--- src/rtl/print_job_queue_if.sv ---
// print_job_queue_if: request, printer handshake and status bundle for the print job queue.
interface print_job_queue_if #(parameter int CW = 3);
   logic          enq;
   logic          enq_color;
   logic [1:0]    enq_pages;
   logic          fin_color;
   logic          fin_negro;
   logic          err_color;
   logic          err_negro;
   logic          start_color;
   logic          start_negro;
   logic [1:0]    pages_out;
   logic          busy;
   logic          full;
   logic          empty;
   logic [CW-1:0] count;
   logic          drop;
   modport master (
      output enq, enq_color, enq_pages, fin_color, fin_negro, err_color, err_negro,
      input  start_color, start_negro, pages_out, busy, full, empty, count, drop
   );
   modport slave (
      input  enq, enq_color, enq_pages, fin_color, fin_negro, err_color, err_negro,
      output start_color, start_negro, pages_out, busy, full, empty, count, drop
   );
endinterface

--- src/rtl/print_job_queue.sv ---
// print_job_queue: FIFO of {color, pages} print jobs issued one at a time to the
// colour or black printer, gated by that channel's ink error and fin handshake.
module print_job_queue #(
   parameter int DEPTH = 4,
   parameter int CW    = $clog2(DEPTH + 1)
) (
   input logic             CLK,
   input logic             reset,
   print_job_queue_if.slave q
);
   localparam int AW = $clog2(DEPTH);
   typedef enum logic [1:0] {IDLE, ISSUE, WAIT_FIN, WAIT_CLR} state_t;
   state_t        state_q;
   logic [2:0]    mem_q [DEPTH];
   logic [AW-1:0] wr_ptr_q, wr_ptr_d, rd_ptr_q, rd_ptr_d;
   logic [CW-1:0] count_q, count_d;
   logic          active_color_q, start_color_q, start_negro_q, drop_q;
   logic [1:0]    pages_q;
   logic [2:0]    head;
   logic          full, head_err, fin_act, pop, push;
   assign head     = mem_q[rd_ptr_q];
   assign full     = count_q == CW'(DEPTH);
   assign head_err = head[2] ? q.err_color : q.err_negro;
   assign fin_act  = active_color_q ? q.fin_color : q.fin_negro;
   // The head is never skipped: an ink error on its channel stalls the whole queue.
   assign pop      = state_q == IDLE && count_q != '0 && !head_err;
   assign push     = q.enq && q.enq_pages != 2'd0 && (!full || pop);
   always_comb begin
      wr_ptr_d = push ? wr_ptr_q + 1'b1 : wr_ptr_q;
      rd_ptr_d = pop ? rd_ptr_q + 1'b1 : rd_ptr_q;
      count_d  = count_q + CW'(push) - CW'(pop);
   end
   always_ff @(posedge CLK or posedge reset) begin
      if (reset) begin
         for (int i = 0; i < DEPTH; i++) mem_q[i] <= '0;
         wr_ptr_q <= '0;
         rd_ptr_q <= '0;
         count_q  <= '0;
         drop_q   <= 1'b0;
      end else begin
         if (push) mem_q[wr_ptr_q] <= {q.enq_color, q.enq_pages};
         wr_ptr_q <= wr_ptr_d;
         rd_ptr_q <= rd_ptr_d;
         count_q  <= count_d;
         drop_q   <= q.enq && !push;
      end
   end
   always_ff @(posedge CLK or posedge reset) begin
      if (reset) begin
         state_q        <= IDLE;
         active_color_q <= 1'b0;
         pages_q        <= 2'd0;
         start_color_q  <= 1'b0;
         start_negro_q  <= 1'b0;
      end else begin
         start_color_q <= 1'b0;
         start_negro_q <= 1'b0;
         case (state_q)
            IDLE: if (pop) begin
               state_q        <= ISSUE;
               active_color_q <= head[2];
               pages_q        <= head[1:0];
               start_color_q  <= head[2];
               start_negro_q  <= !head[2];
            end
            ISSUE:    state_q <= WAIT_FIN;
            WAIT_FIN: if (fin_act) state_q <= WAIT_CLR;
            // Waiting for fin to drop keeps one long fin level from ending two jobs.
            WAIT_CLR: if (!fin_act) begin
               state_q <= IDLE;
               pages_q <= 2'd0;
            end
         endcase
      end
   end
   assign q.start_color = start_color_q;
   assign q.start_negro = start_negro_q;
   assign q.pages_out   = pages_q;
   assign q.busy        = state_q != IDLE;
   assign q.full        = full;
   assign q.empty       = count_q == '0;
   assign q.count       = count_q;
   assign q.drop        = drop_q;
endmodule

--- src/flat_wrapper.sv ---
// flat-port wrapper written by rule: the top's interface ports become plain ports
module print_job_queue_flat 
#(
   parameter int DEPTH = 4,
   parameter int CW    = $clog2(DEPTH + 1)
)
  (CLK, reset, q_enq, q_enq_color, q_enq_pages, q_fin_color, q_fin_negro, q_err_color, q_err_negro, q_start_color, q_start_negro, q_pages_out, q_busy, q_full, q_empty, q_count, q_drop);
  print_job_queue_if #(.CW(CW)) q_i ();
  input logic CLK;
  input logic reset;
  input wire logic [$bits(q_i.enq)-1:0] q_enq;
  input wire logic [$bits(q_i.enq_color)-1:0] q_enq_color;
  input wire logic [$bits(q_i.enq_pages)-1:0] q_enq_pages;
  input wire logic [$bits(q_i.fin_color)-1:0] q_fin_color;
  input wire logic [$bits(q_i.fin_negro)-1:0] q_fin_negro;
  input wire logic [$bits(q_i.err_color)-1:0] q_err_color;
  input wire logic [$bits(q_i.err_negro)-1:0] q_err_negro;
  output wire logic [$bits(q_i.start_color)-1:0] q_start_color;
  output wire logic [$bits(q_i.start_negro)-1:0] q_start_negro;
  output wire logic [$bits(q_i.pages_out)-1:0] q_pages_out;
  output wire logic [$bits(q_i.busy)-1:0] q_busy;
  output wire logic [$bits(q_i.full)-1:0] q_full;
  output wire logic [$bits(q_i.empty)-1:0] q_empty;
  output wire logic [$bits(q_i.count)-1:0] q_count;
  output wire logic [$bits(q_i.drop)-1:0] q_drop;
  assign q_i.enq = q_enq;
  assign q_i.enq_color = q_enq_color;
  assign q_i.enq_pages = q_enq_pages;
  assign q_i.fin_color = q_fin_color;
  assign q_i.fin_negro = q_fin_negro;
  assign q_i.err_color = q_err_color;
  assign q_i.err_negro = q_err_negro;
  assign q_start_color = q_i.start_color;
  assign q_start_negro = q_i.start_negro;
  assign q_pages_out = q_i.pages_out;
  assign q_busy = q_i.busy;
  assign q_full = q_i.full;
  assign q_empty = q_i.empty;
  assign q_count = q_i.count;
  assign q_drop = q_i.drop;
  print_job_queue #(.DEPTH(DEPTH), .CW(CW)) u_core (.CLK(CLK), .reset(reset), .q(q_i));
endmodule
--- config.mk ---
export PLATFORM = sky130hd
export DESIGN_NAME = print_job_queue_flat
export DESIGN_NICKNAME = d
export VERILOG_FILES = /design/src/rtl/print_job_queue_if.sv /design/src/rtl/print_job_queue.sv /design/src/flat_wrapper.sv
export SDC_FILE = /design/constraint.sdc
export NUM_CORES = 1
export LEC_CHECK = 0
export CAP_MARGIN = 5
export CORE_MARGIN = 2
export CORE_UTILIZATION = 35
export CTS_CLUSTER_DIAMETER = 100
export DETAILED_ROUTE_END_ITERATION = 12
export SYNTH_ARGS = -nofsm -noshare
export SYNTH_HDL_FRONTEND = slang
export SYNTH_SLANG_ARGS = --single-unit
--- constraint.sdc ---
create_clock -name CLK -period 3.4 [get_ports CLK]
set_input_delay 0.68 -clock CLK [delete_from_list [all_inputs] [get_ports CLK]]
set_output_delay 0.68 -clock CLK [all_outputs]
set_load 0.01 [all_outputs]
==> results.py, run 1 <==
metrics = {
    "final_layout": {
        "antennaDiodeCount": 0,
        "multi_input_area_um2": 752,
        "drive_above_1_share_pct": 10.1,
        "finalInstanceArea_um2": 1810,
        "fill_cells": 415,
        "area_growth_pct": 17.8,
        "seq_area_um2": 676,
        "fin_nets": 178,
    },
    "power": {
        "power_density_nw_per_um2": 940,
        "pwr-share-comb_pct": 53.1,
        "fin_total_pwr_w": 0.00170,
        "p_int_w": 0.00101,
        "seqPwrFrac_pct": 35.8,
        "pwr-share-clk_pct": 11.1,
        "p_leak_nw": 0.767,
        "swShare_pct": 40.6,
        "switchingPower_w": 0.000691,
        "vdd_drop_max_mv": 0.408,
    },
    "sta": {
        "min_period_over_period_pct": 89.1,
        "hold_violations": 0,
        "relSlewSlack_pct": 31.5,
        "worst_pin_slew_ns": 1.03,
        "setup_viol": 0,
        "hold_ws_ns": 0.519,
        "max_freq_mhz": 330,
        "finalWorstPathRequiredPeriod_ns": 3.03,
        "rsz0062_at_grt": "no",
        "fin_ws_ns": 0.370,
        "maxSlewViolCount": 0,
        "skew_ns": 0.00982,
        "setup-tns-final_ns": 0,
    },
    "clock_tree": {
        "clk_latency_ns": 0.28,
        "tritoncts": "done",
        "cts_max_path_buffers": 2,
        "cts_resized": 0,
        "post-cts-setup-buffers": 0,
        "clk_pin_slew_ns": 0.10,
        "cts_sinks": 27,
        "cts-root-buf": "clkbuf_8",
        "hold_buffers": 0,
        "htreeDepth": 1,
        "cts_made_buffers": 3,
    },
    "detailed_routing": {
        "viasPerCell": 5.36,
        "drc": 0,
        "drtIter0Drc": 69,
        "routed_wl_um": 3150,
        "wl_per_cell_um": 15.0,
        "vias": 1125,
        "dr.pass1.iters": 4,
        "drtAntennaViolNets": 0,
    },
    "synthesis": {
        "synthCells": 140,
        "synth-seq-area-share_pct": 44.0,
        "synth_area_um2": 1540,
        "syn_area_per_cell_um2": 11.0,
        "syn-num-nets": 159,
        "synthDistinctLibCells": 32,
        "ys_seq_elements": 27,
        "yosysWarnings": 0,
    },
    "place": {
        "io_buffers": 20,
        "hpwlAfterDp_um": 2410,
        "gp_congestion": 0.792,
        "dp_worst_setup_slack_ns": 0.278,
        "placed_area_um2": 1760,
    },
    "grt": {
        "grt_pass1_vias": 1143,
        "grtUsageMet1_pct": 18.2,
        "antenna_found_initial": 0,
        "grt_overflow": 0,
        "busiest_layer": "met2",
        "grtUsageMet2_pct": 22.6,
        "grt_max_degree": 28,
        "grt_pass1_wl_um": 5410,
        "grt.total_usage_pct": 13.7,
        "grt_use_met3_pct": 3.75,
    },
    "die": {
        "num_rows": 24,
        "ioPinCount": 21,
        "die_height_um": 70.2,
        "initial_core_util_pct": 35.8,
        "die_area_um2": 4930,
        "core_um2": 4290,
        "die_w_um": 70.2,
    },
    "critical_path": {
        "cp.required_ns": 3.57,
        "cp-start-kind": "flip-flop",
        "arrival_ns": 3.20,
        "reg2regPathDepth": 8,
        "worst-setup-path-type": "flip-flop to flip-flop",
        "path_max_fanout": 17,
        "rrSetupSlack_ns": 0.37,
        "cp-end-kind": "flip-flop",
    },
    "run_status": {
        "status": "finished, final reports clean",
    },
    "hold_path": {
        "min_path_type": "flip-flop to flip-flop",
        "min_path_cells": 1,
    },
    "job": {
        "drv_cap": 0,
    },
}
metrics by stage:
stage / utilization (%) / std cells
finish: 42.1 / 210
global route: 42.1 / 210
CTS: 42.1 / 210
detailed placement: 41.0 / 206
global placement: 41.0 / 206
floorplan: - / 140
layer usage:
metal  part of all wire [%]  vias up
met5                      0        -
met4                   0.44        0
met3                    5.0        2
met2                     48       30
met1                     46      551
li1                       -      542
critical path, cell delays in order, from the launching register on:
cell       delay (ns)
dfrtp_1          0.53
mux4_2           0.63
mux2_4           0.36
a2bb2oi_4        0.41
inv_1            0.09
ha_1             0.22
fa_1             0.37
xor2_1           0.18
xnor2_1          0.13
sequential cells by signal, summed over array words and instances, names as in the netlist, 2 cells and up:
register and count:
u_core.mem_q 12, u_core.q.count 3, u_core.q.pages_out 2, u_core.rd_ptr_q 2, u_core.state_q 2, u_core.wr_ptr_q 2
synth_stat cells:
cell type	count	area (µm²)
dfrtp_1	27	676
inv_1	18	67.6
o31ai_1	14	105
o211ai_1	12	90.1
nand3_1	9	45.0
ha_1	8	100
mux2_2	6	67.6
o21ai_0	6	30.0
nand2_1	4	15.0
mux4_2	3	67.6
nor2_1	3	11.3
and2_1	2	12.5
buf_2	2	10.0
buf_6	2	22.5
clkbuf_1	2	7.51
nor2b_1	2	12.5
nor3_1	2	10.0
or3_1	2	12.5
xnor2_1	2	17.5
xor2_1	2	17.5
a211oi_1	1	7.51
a21oi_1	1	5.00
a2bb2oi_1	1	8.76
a2bb2oi_4	1	26.3
a41oi_1	1	8.76
fa_1	1	20.0
mux2_1	1	11.3
mux2_4	1	15.0
mux2i_1	1	10.0
o21a_1	1	7.51
o32ai_1	1	8.76
or3b_2	1	8.76
power groups by stage:
stage	combinational, W	sequential [W]	clock, W
after floorplan	0.000677	0.000579	0
after global placement	0.000876	0.000602	0
after detailed placement	0.000905	0.000615	0
after CTS	0.000908	0.000607	0.000196
after global routing	0.00100	0.000625	0.000214
final	0.000903	0.000608	0.000189
cell usage in the layout (no fill, tap or decap), types with 4 or more instances in the layout:
cell             count
ha_1                 8
clkdlybuf4s50_1     20
nand2_1              4
dfrtp_1             27
o211ai_1            12
o31ai_1             14
nand3_1              9
mux2_2               6
inv_1               18
o21ai_0              6
path summary, 6_finish.rpt:
| path | start | endpoint |
|---|---|---|
| min | u_core.q.pages_out[1] | u_core.q.pages_out[1] |
| max | u_core.rd_ptr_q[0] | u_core.q.count[2] |
| max in group asynchronous | reset | u_core.mem_q[0] |
| max reg2reg | u_core.rd_ptr_q[0] | u_core.q.count[2] |
| min in group asynchronous | reset | u_core.q.start_color |
| min reg2reg | u_core.q.pages_out[1] | u_core.q.pages_out[1] |
cells by family after synthesis:
group                    share of synthesized area [%]
XOR/XNOR                                          2.28
AND/OR/NAND/NOR                                   8.31
multiplexers                                      11.2
flip-flops                                        44.0
buffers and inverters                             7.01
AO/OA/AOI/OAI                                     19.4
adder cells (fa/ha/maj)                           7.82
area by class of cell:
cell class / count / share of cell area [%]
inverter: 18 / 3.73
tap: 52 / 3.60
clock buffer: 3 / 2.28
sequential: 27 / 37.3
clock inverter: 1 / 0.415
multi-input combinational: 89 / 41.6
timing repair buffer: 20 / 11.1
Power figures use the tool's default switching activity.
==> inputs of run 2 (changes only) <==
--- a/config.mk
+++ b/config.mk
@@ -5,7 +5,7 @@
 export SDC_FILE = /design/constraint.sdc
 export NUM_CORES = 1
 export LEC_CHECK = 0
-export CAP_MARGIN = 5
+export CAP_MARGIN = 20
 export CORE_MARGIN = 2
 export CORE_UTILIZATION = 35
 export CTS_CLUSTER_DIAMETER = 100
==> run 2 against run 1 <==
  * Core utilization grew 0.64 points
  * Worst setup slack gained 0.0038 ns
  * Clock-buffer cell count is the same
  * Critical path type unchanged
  * Critical endpoint unchanged
==> results.py, run 2 (synthesis results as in run 1) <==
metrics = {
    "hold_path": {
        "min_path_type": "flip-flop to flip-flop",
        "min_path_cells": 1,
        "hold_end": "u_core.q.pages_out[1]",
        "worstHoldStart": "u_core.q.pages_out[1]",
    },
    "power": {
        "vdd_drop_max_mv": 0.409,
        "p_leak_nw": 0.780,
        "power_density_nw_per_um2": 928,
    },
    "grt": {
        "grt.total_usage_pct": 13.7,
        "grt_overflow": 0,
        "grt_pass1_vias": 1143,
        "grt_max_degree": 28,
        "antenna_found_initial": 0,
        "grt_pass1_wl_um": 5410,
    },
    "run_status": {
        "status": "finished, final reports clean",
    },
    "sta": {
        "hold_violations": 0,
        "fin_ws_ns": 0.374,
        "relSlewSlack_pct": 58.4,
        "worst_pin_slew_ns": 0.619,
        "hold_ws_ns": 0.518,
        "setup-tns-final_ns": 0,
        "min_period_over_period_pct": 89.0,
        "rsz0062_at_grt": "no",
        "maxSlewViolCount": 0,
        "setup_viol": 0,
        "max_freq_mhz": 330,
        "skew_ns": 0.00635,
        "finalWorstPathRequiredPeriod_ns": 3.03,
    },
    "critical_path": {
        "critPathSlowestCell": "mux4_2",
        "worstPathCellList": "mux4_2 > mux2_4 > a2bb2oi_4 > inv_1 > ha_1 > fa_1 > xor2_1 > xnor2_1",
        "path_max_fanout": 17,
        "cp.required_ns": 3.57,
        "reg2regPathDepth": 8,
        "cp-start-kind": "flip-flop",
        "worst-path-buf-inv": 1,
        "r2r-start": "u_core.rd_ptr_q[0]",
        "worst-setup-path-type": "flip-flop to flip-flop",
        "startpoint": "u_core.rd_ptr_q[0]",
        "worstReg2RegEnd": "u_core.q.count[2]",
        "arrival_ns": 3.20,
        "rrSetupSlack_ns": 0.37,
        "cp-end-kind": "flip-flop",
        "crit_family": "multiplexers",
        "slowest_delay_ns": 0.63,
    },
    "final_layout": {
        "finalInstanceArea_um2": 1840,
        "fin_nets": 179,
        "mostFrequentLayoutCell": "dfrtp_1",
        "multi_input_area_um2": 752,
        "seq_area_um2": 676,
        "fill_cells": 413,
        "layout_common_cells": "27 x dfrtp_1, 20 x clkdlybuf4s50_1, 18 x inv_1",
        "largest_reg_flops": 12,
        "drive_above_1_share_pct": 10.7,
        "area_growth_pct": 19.6,
        "antennaDiodeCount": 0,
        "max_flop_register": "u_core.mem_q",
    },
    "die": {
        "core_um2": 4290,
        "num_rows": 24,
        "die_area_um2": 4930,
        "die_w_um": 70.2,
        "initial_core_util_pct": 35.8,
        "die_height_um": 70.2,
        "ioPinCount": 21,
    },
    "place": {
        "gp_congestion": 0.792,
        "dp_worst_setup_slack_ns": 0.278,
        "io_buffers": 20,
        "hpwlAfterDp_um": 2410,
        "placed_area_um2": 1760,
    },
    "detailed_routing": {
        "viasPerCell": 5.41,
        "routed_wl_um": 3170,
        "dr.pass1.iters": 4,
        "drc": 0,
        "drtAntennaViolNets": 0,
        "vias": 1142,
        "wl_per_cell_um": 15.0,
        "drtIter0Drc": 75,
    },
    "clock_tree": {
        "cts_sinks": 27,
        "tritoncts": "done",
        "clk_latency_ns": 0.27,
        "cts_max_path_buffers": 2,
        "cts_resized": 0,
        "cts-root-buf": "clkbuf_8",
        "post-cts-setup-buffers": 0,
        "cts_made_buffers": 3,
        "htreeDepth": 1,
        "clk_pin_slew_ns": 0.10,
        "hold_buffers": 0,
    },
    "job": {
        "drv_cap": 0,
    },
}
-- run 2: where the power goes --
group          switching [W]  internal, W  total [W]
Sequential          0.000134     0.000473   0.000606
Clock               0.000104    0.0000832   0.000188
Combinational       0.000453     0.000458   0.000910
-- run 2: how the worst max path moves through the flow --
stage | endpoint | slack (ns) | cells past startpoint
detailed placement | u_core.q.count[2] | 0.28 | 9
CTS | u_core.q.count[2] | 0.36 | 8
global placement | u_core.q.count[2] | 0.36 | 9
floorplan | u_core.q.count[2] | 0.66 | 10
global route | u_core.q.count[2] | 0.22 | 8
finish | u_core.q.count[2] | 0.37 | 8
-- run 2: stage by stage --
step	power (W)	utilization (%)	instances
6_report	0.00170	42.8	211
3_3_place_gp	0.00148	41.0	206
3_5_place_dp	0.00152	41.0	206
4_1_cts	0.00171	42.1	210
5_1_grt	0.00185	42.8	211
2_1_floorplan	0.00126	-	140
-- run 2: layout make-up --
cell class / count / share of cell area [%]
tap: 52 / 3.54
inverter: 18 / 3.68
multi-input combinational: 89 / 40.9
clock buffer: 3 / 2.25
clock inverter: 1 / 0.409
timing repair buffer: 21 / 12.4
sequential: 27 / 36.8
-- run 2: per-layer routing --
metal	part of all wire (%)	vias to the layer above	GRT usage, %
li1	-	546	-
met1	46	567	18.2
met2	49	27	22.6
met3	3.9	2	3.75
met4	0.44	0	2.14
met5	0	-	0
